File: config.mk
export PLATFORM = sky130hd
export DESIGN_NAME = race_engine_multi
export DESIGN_NICKNAME = d
export VERILOG_FILES = /design/src/rtl/race_engine_multi_pkg.sv /design/src/rtl/race_engine_multi_lfsr.sv /design/src/rtl/race_engine_multi.sv
export SDC_FILE = /design/constraint.sdc
export NUM_CORES = 1
export LEC_CHECK = 0
export CORE_MARGIN = 3
export CORE_UTILIZATION = 58
export DETAILED_ROUTE_END_ITERATION = 8
export PLACE_DENSITY = 0.88
export SYNTH_ARGS = -nofsm -noshare
export SYNTH_HDL_FRONTEND = slang
export SYNTH_SLANG_ARGS = --single-unit
File: constraint.sdc
create_clock -name clk -period 26.6 [get_ports clk]
set_input_delay 5.32 -clock clk [delete_from_list [all_inputs] [get_ports clk]]
set_output_delay 5.32 -clock clk [all_outputs]
set_load 0.1 [all_outputs]
File: src/rtl/race_engine_multi_pkg.sv
// race_pkg: shared types and constants for the lane-racing game-state engine.
//   race_state_t : top-level engine states
//   SPEED        : opponent fall speed per level (pixels/frame), index = level
//   LFSR_SEED/LFSR_TAPS : 16-bit Fibonacci LFSR, taps 16/14/13/11
//   lane_x()     : left edge x of lane k
package race_pkg;

  typedef enum logic [1:0] {
    S_IDLE,
    S_SWEEP,
    S_RUN,
    S_CRASH
  } race_state_t;

  // SPEED[0] = 6, SPEED[1] = 8, SPEED[2] = 11, SPEED[3] = 14
  localparam logic [3:0][3:0] SPEED = {4'd14, 4'd11, 4'd8, 4'd6};

  localparam logic [15:0] LFSR_SEED = 16'hACE1;
  // Tap mask on q[15], q[13], q[12], q[10]
  localparam logic [15:0] LFSR_TAPS = 16'hB400;

  function automatic logic [9:0] lane_x(input int unsigned x0,
                                        input int unsigned pitch,
                                        input int unsigned k);
    return 10'(x0 + k * pitch);
  endfunction

endpackage

File: src/rtl/race_engine_multi_lfsr.sv
// race_lfsr16: free-running 16-bit Fibonacci LFSR used for lane selection.
//   clk   in  1  : system clock
//   rst_n in  1  : asynchronous active-low reset (loads the seed)
//   q     out 16 : current LFSR state, advances every clock, never zero
module race_lfsr16 (
  input  logic        clk,
  input  logic        rst_n,
  output logic [15:0] q
);
  import race_pkg::*;

  always_ff @(posedge clk or negedge rst_n) begin
    if (!rst_n) q <= LFSR_SEED;
    else        q <= {q[14:0], ^(q & LFSR_TAPS)};
  end

endmodule

File: src/rtl/race_engine_multi.sv
// race_engine_multi: per-frame game-state engine for the lane-racing demo.
// One player car and N_OPP opponent slots, updated by a sequential sweep
// (N_OPP + 2 cycles) started by frame_tick while running.
//   clk        in  1          : system clock
//   reset      in  1          : asynchronous active-low reset
//   frame_tick in  1          : one-cycle pulse per video frame
//   start      in  1          : start/restart request (IDLE or CRASH only)
//   control    in  2          : 2'b10 right, 2'b01 left, others hold
//   player_x   out 10         : player left edge
//   opp_x      out 10*N_OPP   : slot i at [10i+9:10i]
//   opp_y      out 9*N_OPP    : slot i at [9i+8:9i]
//   opp_active out N_OPP      : slot valid
//   score      out SCORE_W    : opponents passed (saturating)
//   level      out 2          : min(score / LEVEL_PTS, 3)
//   crash      out 1          : high while in CRASH
//   busy       out 1          : sweep in progress
module race_engine_multi #(
  parameter int unsigned N_OPP        = 3,
  parameter int unsigned LANES        = 3,
  parameter int unsigned LANE_X0      = 178,
  parameter int unsigned LANE_PITCH   = 106,
  parameter int unsigned SPR_W        = 72,
  parameter int unsigned SPR_H        = 84,
  parameter int unsigned SCR_H        = 480,
  parameter int unsigned PLAYER_Y     = 380,
  parameter int unsigned X_MIN        = 163,
  parameter int unsigned X_MAX        = 478,
  parameter int unsigned STEP_X       = 5,
  parameter int unsigned SPAWN_FRAMES = 40,
  parameter int unsigned SCORE_W      = 16,
  parameter int unsigned LEVEL_PTS    = 8
) (
  input  logic                 clk,
  input  logic                 reset,
  input  logic                 frame_tick,
  input  logic                 start,
  input  logic [1:0]           control,
  output logic [9:0]           player_x,
  output logic [10*N_OPP-1:0]  opp_x,
  output logic [9*N_OPP-1:0]   opp_y,
  output logic [N_OPP-1:0]     opp_active,
  output logic [SCORE_W-1:0]   score,
  output logic [1:0]           level,
  output logic                 crash,
  output logic                 busy
);
  import race_pkg::*;

  localparam int unsigned CNT_W  = $clog2(N_OPP + 2);
  localparam int unsigned SLOT_W = (N_OPP > 1) ? $clog2(N_OPP) : 1;
  localparam int unsigned SPC_W  = (SPAWN_FRAMES > 0) ? $clog2(SPAWN_FRAMES + 1) : 1;
  localparam logic [9:0]  PX_INIT = lane_x(LANE_X0, LANE_PITCH, LANES / 2);

  race_state_t        state;
  logic [CNT_W-1:0]   cnt;
  logic [SPC_W-1:0]   spawn_cnt;
  logic               spawned;
  logic               hit;
  logic [15:0]        lfsr;

  logic [9:0]         slot_x   [N_OPP];
  logic [8:0]         slot_y   [N_OPP];
  logic               slot_act [N_OPP];

  race_lfsr16 u_lfsr (
    .clk   (clk),
    .rst_n (reset),
    .q     (lfsr)
  );

  // Shared slot datapath: the slot addressed by the sweep counter.
  logic [SLOT_W-1:0]  slot_idx;
  logic [9:0]         cur_x, nxt_x;
  logic [8:0]         cur_y, nxt_y;
  logic               cur_act, nxt_act;
  logic [3:0]         spd;
  logic [9:0]         y_sum;
  int unsigned        lane_k;
  logic               retire, spawn, slot_hit;
  logic signed [10:0] dx;
  logic [10:0]        adx;
  logic               right_ok, left_ok;
  logic [SCORE_W-1:0] score_inc, lvl_q;
  logic [1:0]         level_nxt;

  always_comb begin
    slot_idx = SLOT_W'(cnt - CNT_W'(1));
    cur_x    = slot_x[slot_idx];
    cur_y    = slot_y[slot_idx];
    cur_act  = slot_act[slot_idx];
    spd      = SPEED[level];
    // 10-bit sum so a y near the bottom cannot wrap past SCR_H
    y_sum    = {1'b0, cur_y} + {6'd0, spd};
    lane_k   = 32'(lfsr) % LANES;

    nxt_x   = cur_x;
    nxt_y   = cur_y;
    nxt_act = cur_act;
    retire  = 1'b0;
    spawn   = 1'b0;
    if (cur_act) begin
      if (y_sum >= 10'(SCR_H)) begin
        nxt_act = 1'b0;
        nxt_y   = '0;
        retire  = 1'b1;
      end else begin
        nxt_y = y_sum[8:0];
      end
    end else if (spawn_cnt == '0 && !spawned) begin
      nxt_act = 1'b1;
      nxt_y   = '0;
      nxt_x   = lane_x(LANE_X0, LANE_PITCH, lane_k);
      spawn   = 1'b1;
    end

    dx  = $signed({1'b0, nxt_x}) - $signed({1'b0, player_x});
    adx = dx[10] ? (~dx + 11'd1) : dx;
    slot_hit = nxt_act
            && (({1'b0, nxt_y} + 10'(SPR_H)) > 10'(PLAYER_Y))
            && ({1'b0, nxt_y} < 10'(PLAYER_Y + SPR_H))
            && (adx < 11'(SPR_W));

    right_ok  = (11'(player_x) + 11'(STEP_X + SPR_W)) <= 11'(X_MAX);
    left_ok   = player_x >= 10'(X_MIN + STEP_X);

    score_inc = (score == '1) ? score : score + SCORE_W'(1);
    lvl_q     = score / SCORE_W'(LEVEL_PTS);
    level_nxt = (lvl_q >= SCORE_W'(3)) ? 2'd3 : lvl_q[1:0];
  end

  always_ff @(posedge clk or negedge reset) begin
    if (!reset) begin
      state     <= S_IDLE;
      cnt       <= '0;
      spawn_cnt <= '0;
      spawned   <= 1'b0;
      hit       <= 1'b0;
      player_x  <= PX_INIT;
      score     <= '0;
      level     <= '0;
      crash     <= 1'b0;
      busy      <= 1'b0;
      for (int unsigned i = 0; i < N_OPP; i++) begin
        slot_x[i]   <= '0;
        slot_y[i]   <= '0;
        slot_act[i] <= 1'b0;
      end
    end else begin
      case (state)
        S_IDLE, S_CRASH: begin
          if (start) begin
            state     <= S_RUN;
            spawn_cnt <= '0;
            player_x  <= PX_INIT;
            score     <= '0;
            level     <= '0;
            crash     <= 1'b0;
            for (int unsigned i = 0; i < N_OPP; i++) begin
              slot_x[i]   <= '0;
              slot_y[i]   <= '0;
              slot_act[i] <= 1'b0;
            end
          end
        end
        S_RUN: begin
          if (frame_tick) begin
            state   <= S_SWEEP;
            cnt     <= '0;
            busy    <= 1'b1;
            spawned <= 1'b0;
            hit     <= 1'b0;
          end
        end
        S_SWEEP: begin
          cnt <= cnt + CNT_W'(1);
          if (cnt == '0) begin
            if (control == 2'b10 && right_ok)      player_x <= player_x + 10'(STEP_X);
            else if (control == 2'b01 && left_ok) player_x <= player_x - 10'(STEP_X);
          end else if (cnt <= CNT_W'(N_OPP)) begin
            slot_x[slot_idx]   <= nxt_x;
            slot_y[slot_idx]   <= nxt_y;
            slot_act[slot_idx] <= nxt_act;
            if (retire) score <= score_inc;
            if (spawn) begin
              spawned   <= 1'b1;
              spawn_cnt <= SPC_W'(SPAWN_FRAMES);
            end
            if (slot_hit) hit <= 1'b1;
          end else begin
            if (spawn_cnt != '0) spawn_cnt <= spawn_cnt - SPC_W'(1);
            level <= level_nxt;
            busy  <= 1'b0;
            if (hit) begin
              state <= S_CRASH;
              crash <= 1'b1;
            end else begin
              state <= S_RUN;
            end
          end
        end
        default: state <= S_IDLE;
      endcase
    end
  end

  for (genvar g = 0; g < N_OPP; g++) begin : g_pack
    assign opp_x[10*g +: 10] = slot_x[g];
    assign opp_y[9*g +: 9]   = slot_y[g];
    assign opp_active[g]     = slot_act[g];
  end

endmodule

==> impl_metrics.toml <==
[placement]
numPortBuffers = 95
pre_cts_ws_ns = 10.11
place_hpwl_um = 24600
placed_area_mm2 = 0.0129
gp_congestion = 0.964

[die]
chipWidth_um = 148
core_area_mm2 = 0.0197
rows = 51
die_h_um = 148
initial_utilization = 0.597
ios = 96
die-area_mm2 = 0.0220

[synthesis]
synthFlopType = "dfrtp_1"
yosys.area_share.adder = 0.0769
syn-cell-area_mm2 = 0.0118
synth.avg_cell_area_um2 = 8.21
syn_nets = 1507
yosys_warnings = 0
synth-compound-area-share = 0.309
yosysUniqueCellTypes = 118
async_flop_share = 1.00
synth.mux.area_fraction = 0.0423
syn_inst = 1434
synth_simple_gate_area_frac = 0.209
ys_seq_area_frac = 0.254
yosys_register_bits = 119
synth-xor-area-share = 0.0636
synth_top_family_by_area = "compound AO/OA/AOI/OAI gates"
synth_edf_count = 0

[clocking]
cts_tree = "done"
clk_pin_slew_ns = 0.06
postCtsSetupBuffers = 0
cts_sinks = 119
root_buffer = "clkbuf_16"
cts_buffer_depth = 2
cts_buffers = 17
cts_hold_buf = 0
htreeDepth = 4
clk_latency_ns = 0.43
ctsResizeCount = 0

[sta]
rsz0062_at_grt = "no"
slew_headroom = 0.262
whs_ns = 0.467
fmax_mhz = 59.5
tns_ns = 0
fin_ws_ns = 9.79
finalMaxSlewViolations = 0
finalCriticalPeriod_ns = 16.81
finalClockSkew_ns = 0.00963
worst_pin_slew_ns = 1.10
finalCritPeriodShare = 0.632
setup_viol = 0
hold_violations = 0

[global_routing]
grt_usage = 0.298
grt_pass1_wl_um = 55100
antenna_found_initial = 0
grt_start_max_net_pins = 61
grt_overflow = 0
grt_pass1_vias = 11300

[detailed_routing]
dr_total_vias = 11900
vias_per_cell = 6.70
antenna_left = 0
wl_per_cell_um = 19.1
drt_first_pass_iters = 5
remaining_drc_errors = 0
routed_wl_um = 33800
drt_iter0_drc = 1100

[worst_hold_path]
hp-start = "u_lfsr.q[5]"
hp-class = "flop to flop"

[setup_path]
startpoint = "u_lfsr.q[13]"
crit_required_ns = 26.96
worstPathArrival_ns = 17.16
crit_type = "flop to flop"
crit_path_start_kind = "flop"
path_max_fanout = 20
crit_family = "compound AO/OA/AOI/OAI gates"
critical-path-slowest-cell = "a222oi_1"
rr_startpoint = "u_lfsr.q[13]"
cp-end-kind = "flop"
crit_buf_inv = 4
slowest_delay_ns = 0.81

[layout]
drive_above_1_share = 0.0922
layout_commonest_cell = "nand2_1"
finish.instance_area_mm2 = 0.0135
syn_to_final_growth_pct = 14.6
nets = 1568
multi_input_area_mm2 = 0.00825
final_cell_mix = "138 x nand2_1, 107 x dfrtp_1, 104 x o21ai_0, 103 x nor2_1, 95 x a21oi_1"
nFillCells = 1527
diodes = 0
seqCellArea_mm2 = 0.00299

[flow_run]
cap_violations = 0

[pwr]
p_leak_uw = 0.00572
vdd_ir_drop_max_v = 0.0000473
power.density_mw_per_mm2 = 59.1

[status]
outcome = "completed"
[path summary, 6_finish.rpt]
| kind | end | slack [ns] | cells after the start |
|---|---|---|---|
| max | hit | 9.79 | 61 |
| min | u_lfsr.q[6] | 0.47 | 0 |
| max reg2reg | hit | 9.79 | 61 |
| min reg2reg | u_lfsr.q[6] | 0.47 | 0 |
| max in group asynchronous | u_lfsr.q[8] | 20.38 | 2 |
| min in group asynchronous | player_x[5] | 4.97 | 1 |
[where the power goes]
group          internal (uW)  switching [uW]
registers                192            15.7
clock network            159            89.9
logic                    113             227
[flip-flops by register name (all words and copies together) (netlist names), 3 cells and up]
register,cells
u_lfsr.q,16
cnt,3
player_x,10
spawn_cnt,6
opp_active,3
opp_y,27
opp_x,30
score,16
[stage by stage]
step,util,instances,total power [uW]
floorplan,-,1434,458
finish,0.684,1772,797
global placement,0.653,1741,529
CTS,0.684,1772,791
detailed placement,0.653,1741,541
global route,0.684,1772,833
[Yosys cell counts (all sizes together) (5+ instances only)]
library cell  count  area share
a211o             7      0.0052
a211oi           20       0.016
a21boi           12      0.0080
a21o             24       0.015
a21oi           101       0.045
a221oi            9      0.0067
a22o             41       0.031
a22oi            13      0.0091
a31oi            16      0.0085
a41oi            12       0.010
and2             19       0.010
and3             12      0.0064
and4              9      0.0069
buf              21      0.0094
clkbuf           43       0.014
dfrtp           107        0.23
dfstp            12       0.027
fa                9       0.015
ha               58       0.062
inv              67       0.021
mux2             17       0.016
mux2i            29       0.026
nand2           140       0.045
nand2b           20       0.011
nand3            38       0.017
nand3b            5      0.0032
nand4            14      0.0092
nor2            108       0.036
nor2b            12      0.0064
nor3             39       0.019
nor4             15      0.0085
o211a             5      0.0043
o211ai           18       0.013
o21a             11      0.0071
o21ai           128       0.056
o21bai            7      0.0045
o22a              7      0.0052
o22ai             8      0.0043
o31a              7      0.0052
o31ai            21       0.015
or2               8      0.0043
or3              14      0.0074
xnor2            50       0.037
xor2             32       0.024
[per-layer routing]
metal / vias to the layer above / global-route usage / part of all wire
li1: 5504 / - / -
met1: 5679 / 0.374 / 0.41
met2: 600 / 0.520 / 0.49
met3: 96 / 0.0387 / 0.067
met4: 0 / 0.121 / 0.030
met5: - / 0 / 0
[final cells by class]
class	instances	area share
clock buffers	20	0.0331
clock inverters	11	0.0128
inverters	70	0.0195
multi-input cells	1181	0.612
flip-flops and latches	119	0.222
well taps	265	0.0246
repair buffers	106	0.0764
[cell families (layout without fill, tap and decap cells)]
group,after synthesis,in the layout
xor gates and xnor gates,83,83
and+or+nand+nor,474,474
buffers and inverters,134,207
adders and majority gates,67,67
AOI/OAI and AO/OA,511,511
muxes,46,46
DFF,119,119
[worst reg2reg max path, delay by kind of cell (launching register included)]
kind | cells | cell delay (ns)
adder cells (fa/ha/maj) | 8 | 2.83
multiplexers | 3 | 0.88
AO/OA/AOI/OAI | 22 | 5.64
buffers and inverters | 4 | 0.58
AND/OR/NAND/NOR | 16 | 4.62
flip-flops | 1 | 0.73
XOR/XNOR | 8 | 1.49
Power figures use the tool's default switching activity.
